### src/rtl/c7bbiu_icrd.sv
// Instruction-fetch read responder: turns ICU line/single fetch requests into one
// AXI4 INCR read burst each and returns registered 64-bit beats with last/fault flags.
module c7bbiu_icrd #(
  parameter int          LINE_BEATS = 4,
  parameter logic [3:0]  ARID       = 4'h0
) (
  input  logic        clk,
  input  logic        reset,
  input  logic        icu_biu_req,
  input  logic [31:3] icu_biu_addr,
  input  logic        icu_biu_single,
  output logic        biu_icu_ack,
  output logic        biu_icu_data_valid,
  output logic        biu_icu_data_last,
  output logic [63:0] biu_icu_data,
  output logic        biu_icu_fault,
  output logic        arvalid,
  input  logic        arready,
  output logic [3:0]  arid,
  output logic [31:0] araddr,
  output logic [7:0]  arlen,
  output logic [2:0]  arsize,
  output logic [1:0]  arburst,
  input  logic        rvalid,
  output logic        rready,
  input  logic [3:0]  rid,
  input  logic [63:0] rdata,
  input  logic [1:0]  rresp,
  input  logic        rlast
);
  localparam int         BEAT_W   = $clog2(LINE_BEATS);
  localparam int         CNT_W    = BEAT_W + 1;
  localparam logic [7:0] LINE_LEN = 8'(LINE_BEATS - 1);

  typedef enum logic [1:0] {IDLE, ADDR, DATA, DRAIN} state_t;

  state_t           state;
  logic [CNT_W-1:0] beat_cnt;
  logic             vld_p1;
  logic             last_p1;
  logic             fault_p1;
  logic [63:0]      data_p1;
  logic             r_hs;
  logic             exp_last;
  logic             early_last;
  logic             miss_last;
  logic             unused_rid;

  assign unused_rid = ^rid;

  // The final beat is presented while already in IDLE; hold off the next ack one cycle.
  assign biu_icu_ack = (state == IDLE) & icu_biu_req & ~vld_p1;
  assign arvalid     = (state == ADDR);
  assign rready      = (state == DATA) | (state == DRAIN);
  assign arid        = ARID;

  assign r_hs       = rvalid & (state == DATA);
  assign exp_last   = (beat_cnt == arlen[CNT_W-1:0]);
  assign early_last = rlast & ~exp_last;
  assign miss_last  = exp_last & ~rlast;

  always_ff @(posedge clk or posedge reset) begin
    if (reset) begin
      state    <= IDLE;
      beat_cnt <= '0;
      araddr   <= '0;
      arlen    <= '0;
      arsize   <= '0;
      arburst  <= '0;
      vld_p1   <= 1'b0;
      last_p1  <= 1'b0;
      fault_p1 <= 1'b0;
      data_p1  <= '0;
    end else begin
      // R channel -> registered ICU return beat (p1)
      vld_p1   <= r_hs;
      last_p1  <= 1'b0;
      fault_p1 <= 1'b0;
      if (r_hs) begin
        data_p1  <= rdata;
        last_p1  <= exp_last | rlast;
        fault_p1 <= rresp[1] | early_last | miss_last;
      end

      case (state)
        IDLE: begin
          if (biu_icu_ack) begin
            if (icu_biu_single) begin
              araddr <= {icu_biu_addr, 3'b000};
              arlen  <= 8'd0;
            end else begin
              araddr <= {icu_biu_addr[31:3+BEAT_W], {(3+BEAT_W){1'b0}}};
              arlen  <= LINE_LEN;
            end
            arsize  <= 3'b011;
            arburst <= 2'b01;
            state   <= ADDR;
          end
        end
        ADDR: begin
          if (arready) begin
            beat_cnt <= '0;
            state    <= DATA;
          end
        end
        DATA: begin
          if (rvalid) begin
            beat_cnt <= beat_cnt + 1'b1;
            if (rlast)         state <= IDLE;
            else if (exp_last) state <= DRAIN;
          end
        end
        DRAIN: begin
          if (rvalid & rlast) state <= IDLE;
        end
        default: state <= IDLE;
      endcase
    end
  end

  assign biu_icu_data_valid = vld_p1;
  assign biu_icu_data_last  = last_p1;
  assign biu_icu_fault      = fault_p1;
  assign biu_icu_data       = data_p1;

endmodule

### config.mk
export PLATFORM = sky130hd
export DESIGN_NAME = c7bbiu_icrd
export DESIGN_NICKNAME = d
export VERILOG_FILES = /design/src/rtl/c7bbiu_icrd.sv
export SDC_FILE = /design/constraint.sdc
export NUM_CORES = 1
export LEC_CHECK = 0
export CELL_PAD_IN_SITES_DETAIL_PLACEMENT = 0
export CELL_PAD_IN_SITES_GLOBAL_PLACEMENT = 1
export CORE_ASPECT_RATIO = 2
export CORE_MARGIN = 2
export CORE_UTILIZATION = 28
export CTS_BUF_LIST = sky130_fd_sc_hd__clkbuf_2
export DETAILED_ROUTE_END_ITERATION = 8
export PLACE_DENSITY_LB_ADDON = 0.1
export SYNTH_ARGS = -nofsm -noshare
export SYNTH_HDL_FRONTEND = slang
export SYNTH_SLANG_ARGS = --single-unit
### constraint.sdc
create_clock -name clk -period 4.1 [get_ports clk]
set_clock_uncertainty 0.1 [all_clocks]
set_input_delay 1.23 -clock clk [delete_from_list [all_inputs] [get_ports clk]]
set_output_delay 1.23 -clock clk [all_outputs]
set_load 0.01 [all_outputs]
==> results.md, run 1 <==
* Status: complete, no violations
* Initial antenna violation count at 1
* FF-to-FF setup slack at 2.06 ns
* Die area at 15630 um2
* First-pass DRT Iterations at 4
* Final setup margin at 0.2458 ns
* Clk sink count at 103
* Worst-path maximum fanout at 2
* # placed instances at 647
* DP HPWL at 8.321 mm
* RSZ-0062 raised after global routing: false
* Fraction of layout cells with a size suffix above 1 at 0.2426
* Avg Inst Size Synth at 15.47 um2
* First-pass GRT wire length at 16.35 mm
* Ranking of synthesized cells by area: dfrtp_1, mux2_2, buf_4
* Final nets at 573
* Post-cts sizing count at 0
* Top-count cell post-synth: dfrtp_1
* Yosys top cell area share at 0.6309
* Arrival @ worst endpoint at 2.52 ns
* Initial Utilization at 0.2847
* Hold depth at 1
* Worst rel slew slack at 0.5636
* DRT iter0 DRCs at 51
* Final TNS setup at 0 ns
* Most common flop cell mapped by yosys: dfrtp_1
* Synth unique cells at 29
* Final max-slew violation count at 0
* Largest net degree at the start of global routing at 53
* Crit Path Class: primary input to output pin
* Max_cap viols at 0
* Post-synth ARST share at 1.000
* Tot GR Track Use at 0.1420
* PD cells at 709.3 nW/um2
* Layout Utilization at 0.4427
* Worst setup SP type: primary input
* Core region area at 14350 um2
* Root Driver: clkbuf_2
* CTS max path bufs at 2
* Post-CTS setup buffers at 0
* Number of vias per cell at 4.243
* Layout Cells excl Fill at 663
* I/O Buffers at 204
* WHS Endpoint: araddr[12]$_DFFE_PP0P_
* R2r worst-path depth at 3
* RePlAce Congestion at 0.7151
* Final Hold Fails at 0
* Worst Max-Slew Pin Slew at 0.6546 ns
* Worst hold path type: register to register
* Design Power at 4.507 mW
* Die height at 174.8 um
* CTS Buf Count at 9
* Flops & latches, synth at 103
* Min cycle time layout at 3.854 ns
* DP Area at 6242 um2
* Area growth, synth to finish at 55.53%
* Synthesized cell area at 4085 um2
* Achievable Freq at 0.2595 GHz
* Vias in the first global route at 3026
* WL/cell at 16.63 um
* Hold_ws at 0.4250 ns
* Skew-Pair Late Insertion Delay at 0.54 ns
* CP Launch Point: icu_biu_req
* Top Ports at 225
* Number of synthesized flops with an enable pin at 0
* Fin crit share at 0.9400
* Critical Path Sink Type: output pin
* Rows at 62
* Pleak at 2.604 nW
* Post-Place Worst Slack at 0.2358 ns
* Sequential area share after synthesis at 0.6309
* Synth cell count leaders: dfrtp_1, mux2_2, buf_4, buf_2
* Worst Hold Launch: araddr[12]$_DFFE_PP0P_
* Die X at 89.41 um
* RR Endpoint: biu_icu_data[18]$_DFFE_PP0P_
* CTS tree: built
* Reg clk slew, reported paths at 0.26 ns
* Routed wire length at 11.03 mm
* Finished layout cell area at 6354 um2
* Final Setup Violations at 0
* Routed via count at 2813
* Worst path required time at 2.77 ns
* Top cell type by total area after synthesis: dfrtp_1
* # hold bufs at CTS at 0
* Remaining DRCs at 0
* Max VDD drop at 273.0 uV
* GRT overflow at 0
* Synth Instances at 264
* Reg-to-reg startpoint: state[1]$_DFFE_PP0P_
* H-Tree Depth at 3
* Warnings, synthesis at 0
* Final ANT Viol Nets at 0
## worst max path at each step
stage | to | cells past startpoint | slack [ns]
detailed placement | biu_icu_ack | 3 | 0.24
global placement | biu_icu_ack | 3 | 0.24
CTS | biu_icu_ack | 3 | 0.23
global route | biu_icu_ack | 3 | 0.18
floorplan | araddr[10]$_DFFE_PP0P_ | 1 | 0.07
finish | biu_icu_ack | 3 | 0.25
## layout by cell type, fill, tap and decap left out, drive strengths merged, types with 2 or more instances in the layout
cell type      netlist  routed
dfrtp              103     103
and3                 2       2
mux2                92      92
clkdlybuf4s50        0     204
clkbuf               1      10
nor2b                2       2
inv                  3       4
a21oi                4       4
clkinv               0       2
nand2                3       3
o21ai                3       3
nor2                 2       2
buf                 31       5
o31a                 2       2
nand3                3       3
conb                 1      15
## worst max-delay path, cell delays in order
cell and delay [ns]:
clkdlybuf4s50_1 0.49, nor4b_4 0.22, clkdlybuf4s50_1 0.58
## where the power goes
group | internal [mW] | switching, mW
Sequential | 1.51 | 0.274
Clock | 0.141 | 0.344
Combinational | 1.42 | 0.814
## state kept, by name (all words and copies together), names as in the netlist
| signal | cells |
|---|---|
| arlen | 1 |
| arburst | 1 |
| beat_cnt | 3 |
| biu_icu_data_valid | 1 |
| araddr | 29 |
| state | 2 |
| biu_icu_data_last | 1 |
| biu_icu_fault | 1 |
| biu_icu_data | 64 |
## cells by family after synthesis
family | count (synthesis) | synth area share
buf+inv | 35 | 0.05942
xor+xnor | 1 | 0.002144
mux | 92 | 0.2536
other cells | 1 | 0.0009180
fa+ha+maj | 1 | 0.003062
simple gates | 18 | 0.02971
flops | 103 | 0.6309
compound gates | 13 | 0.02022
## area by class of cell
class	count	area, um2
clock inverters	5	58.81
clock buffers	10	50.05
well taps	192	240.2
fillers	1363	7998
repair buffers	209	2092
inverters	3	13.76
flip-flops and latches	103	2577
diodes	1	2.502
multi-input cells	140	1319
## layer usage
layer | track usage | vias up | part of all wire
met4 | 0.04913 | 0 | 0.016
li1 | - | 1285 | -
met3 | 0.03496 | 12 | 0.051
met2 | 0.2775 | 106 | 0.61
met5 | 0 | - | 0
met1 | 0.1352 | 1410 | 0.33
(Power assumes the default switching activity.)
==> run 2: changes to the inputs <==
--- a/config.mk
+++ b/config.mk
@@ -9,9 +9,10 @@
 export CELL_PAD_IN_SITES_GLOBAL_PLACEMENT = 1
 export CORE_ASPECT_RATIO = 2
 export CORE_MARGIN = 2
-export CORE_UTILIZATION = 28
+export CORE_UTILIZATION = 38
 export CTS_BUF_LIST = sky130_fd_sc_hd__clkbuf_2
 export DETAILED_ROUTE_END_ITERATION = 8
+export DONT_BUFFER_PORTS = 1
 export PLACE_DENSITY_LB_ADDON = 0.1
 export SYNTH_ARGS = -nofsm -noshare
 export SYNTH_HDL_FRONTEND = slang
==> run 2 against run 1 <==
Against the previous run:
- fmax grew 32%
- core utilization shrank 3.8 points
- wire length shrank 25%
- highest routed layer unchanged
- cell count shrank 39%
- hold slack gained 0.072 ns
- first-iteration DRC count grew 98%
- die area shrank 25%
- sequential power grew 20%
- via count shrank 28%
- combinational power shrank 64%
- design area shrank 33%
==> results.md, run 2 (synthesis results as in run 1) <==
* Status: complete, no violations
* CP max-delay cell: dfrtp_1
* Met2 Use GR at 0.2404
* Fin crit share at 0.7103
* I/O Buffers at 0
* Most common cell after layout, fill and taps aside: dfrtp_1
* Most frequent cells in the layout: dfrtp_1, mux2_2, conb_1
* R2r worst-path depth at 3
* Final Setup Violations at 0
* CTS Buf Count at 9
* H-Tree Depth at 3
* CTS max path bufs at 2
* CP peak stage delay at 0.60 ns
* Critical Path Sink Type: output pin
* Largest net degree at the start of global routing at 104
* First-pass DRT Iterations at 4
* Grt met1 use at 0.1428
* Worst path required time at 2.77 ns
* RR Endpoint: biu_icu_data[38]$_DFFE_PP0P_
* Largest register FFs at 64
* Met3 Track Usage GR at 0.04916
* Max VDD drop at 341.0 uV
* Worst hold path type: register to register
* Final setup margin at 1.188 ns
* Tot GR Track Use at 0.1377
* Number of buffers and inverters on the critical path at 0
* Reg-to-reg startpoint: state[1]$_DFFE_PP0P_
* Post-cts sizing count at 0
* Initial antenna violation count at 1
* Clk sink count at 103
* FF-to-FF setup slack at 2.00 ns
* Die height at 150.6 um
* Worst setup SP type: register
* Routed wire length at 8.253 mm
* Post-Place Worst Slack at 1.212 ns
* PD cells at 804.7 nW/um2
* Remaining DRCs at 0
* Initial Utilization at 0.3899
* Final nets at 367
* GRT overflow at 0
* Arrival @ worst endpoint at 1.58 ns
* CTS tree: built
* RePlAce Congestion at 0.7288
* CP top delay family: flip-flops
* Top Ports at 225
* Final TNS setup at 0 ns
* Worst rel slew slack at 0.6520
* Routed via count at 2017
* Achievable Freq at 0.3434 GHz
* Busiest grt layer: met2
* Final ANT Viol Nets at 0
* Design Power at 3.413 mW
* Min cycle time layout at 2.912 ns
* Die X at 77.32 um
* Layout Cells excl Fill at 402
* Skew-Pair Late Insertion Delay at 0.54 ns
* Root Driver: clkbuf_2
* Crit Path Class: register to output pin
* Worst Hold Launch: beat_cnt[1]$_DFFE_PP0P_
* Layout filler cell count at 1007
* Die area at 11650 um2
* Max_cap viols at 0
* Crit path cell chain: nor4b_4
* Reg clk slew, reported paths at 0.27 ns
* # hold bufs at CTS at 0
* WHS Endpoint: beat_cnt[1]$_DFFE_PP0P_
* Number of vias per cell at 5.017
* Rows at 53
* Worst-path maximum fanout at 10
* DRT iter0 DRCs at 101
* WL/cell at 20.53 um
* DP HPWL at 5.909 mm
* First-pass GRT wire length at 12.14 mm
* Pleak at 1.794 nW
* Vias in the first global route at 2203
* Hold depth at 1
* Final Hold Fails at 0
* # placed instances at 386
* Core region area at 10480 um2
* Area growth, synth to finish at 3.829%
* Fraction of layout cells with a size suffix above 1 at 0.4280
* Worst Max-Slew Pin Slew at 0.5219 ns
* Final max-slew violation count at 0
* RSZ-0062 raised after global routing: false
* Post-CTS setup buffers at 0
-- run 2: area by class of cell --
class                   instances  area (um2)  area share
flip-flops and latches        103        2577      0.6077
multi-input cells             140        1319      0.3109
well taps                     137       171.4     0.04041
clock inverters                 5       60.06     0.01416
clock buffers                  10       50.05     0.01180
repair buffers                  3       47.55     0.01121
inverters                       3       13.76    0.003245
diodes                          1       2.502   0.0005900
-- run 2: how the worst max path moves through the flow --
stage / cells after the start / to / from / slack [ns]
2_1_floorplan: 1 / araddr[10]$_DFFE_PP0P_ / reset / 0.07
3_3_place_gp: 1 / biu_icu_ack / icu_biu_req / 1.21
3_5_place_dp: 1 / biu_icu_ack / icu_biu_req / 1.21
4_1_cts: 1 / biu_icu_ack / state[1]$_DFFE_PP0P_ / 1.09
5_1_grt: 1 / biu_icu_ack / state[1]$_DFFE_PP0P_ / 1.04
6_report: 1 / biu_icu_ack / state[1]$_DFFE_PP0P_ / 1.19
-- run 2: report_power, final --
group | internal [mW] | total, mW | leakage [nW] | switching (mW)
combinational | 0.512 | 0.802 | 0.510 | 0.290
clock | 0.138 | 0.460 | 0.0563 | 0.322
sequential | 1.52 | 2.15 | 1.23 | 0.635
total | 2.17 | 3.41 | 1.79 | 1.25
-- run 2: worst reg2reg max path, stage by stage (launching register included) --
cell     delay (ns)
dfrtp_1        0.67
and3b_2        0.50
buf_12         0.33
mux2_2         0.42
-- run 2: stage by stage --
step | utilization | cell area, um2 | hold slack [ns]
global route | 0.4048 | 4242 | 0.4752
floorplan | - | 4138 | 0.4061
global placement | 0.3941 | 4129 | 0.4264
finish | 0.4048 | 4242 | 0.4968
CTS | 0.4046 | 4239 | 0.4892
detailed placement | 0.3941 | 4129 | 0.4347
-- run 2: metal layers --
layer | wire length, um | up-vias | share of wire
li1 | - | 870 | -
met3 | 642 | 15 | 0.078
met5 | 0 | - | 0
met2 | 4658 | 128 | 0.56
met1 | 2711 | 1004 | 0.33
met4 | 241 | 0 | 0.029
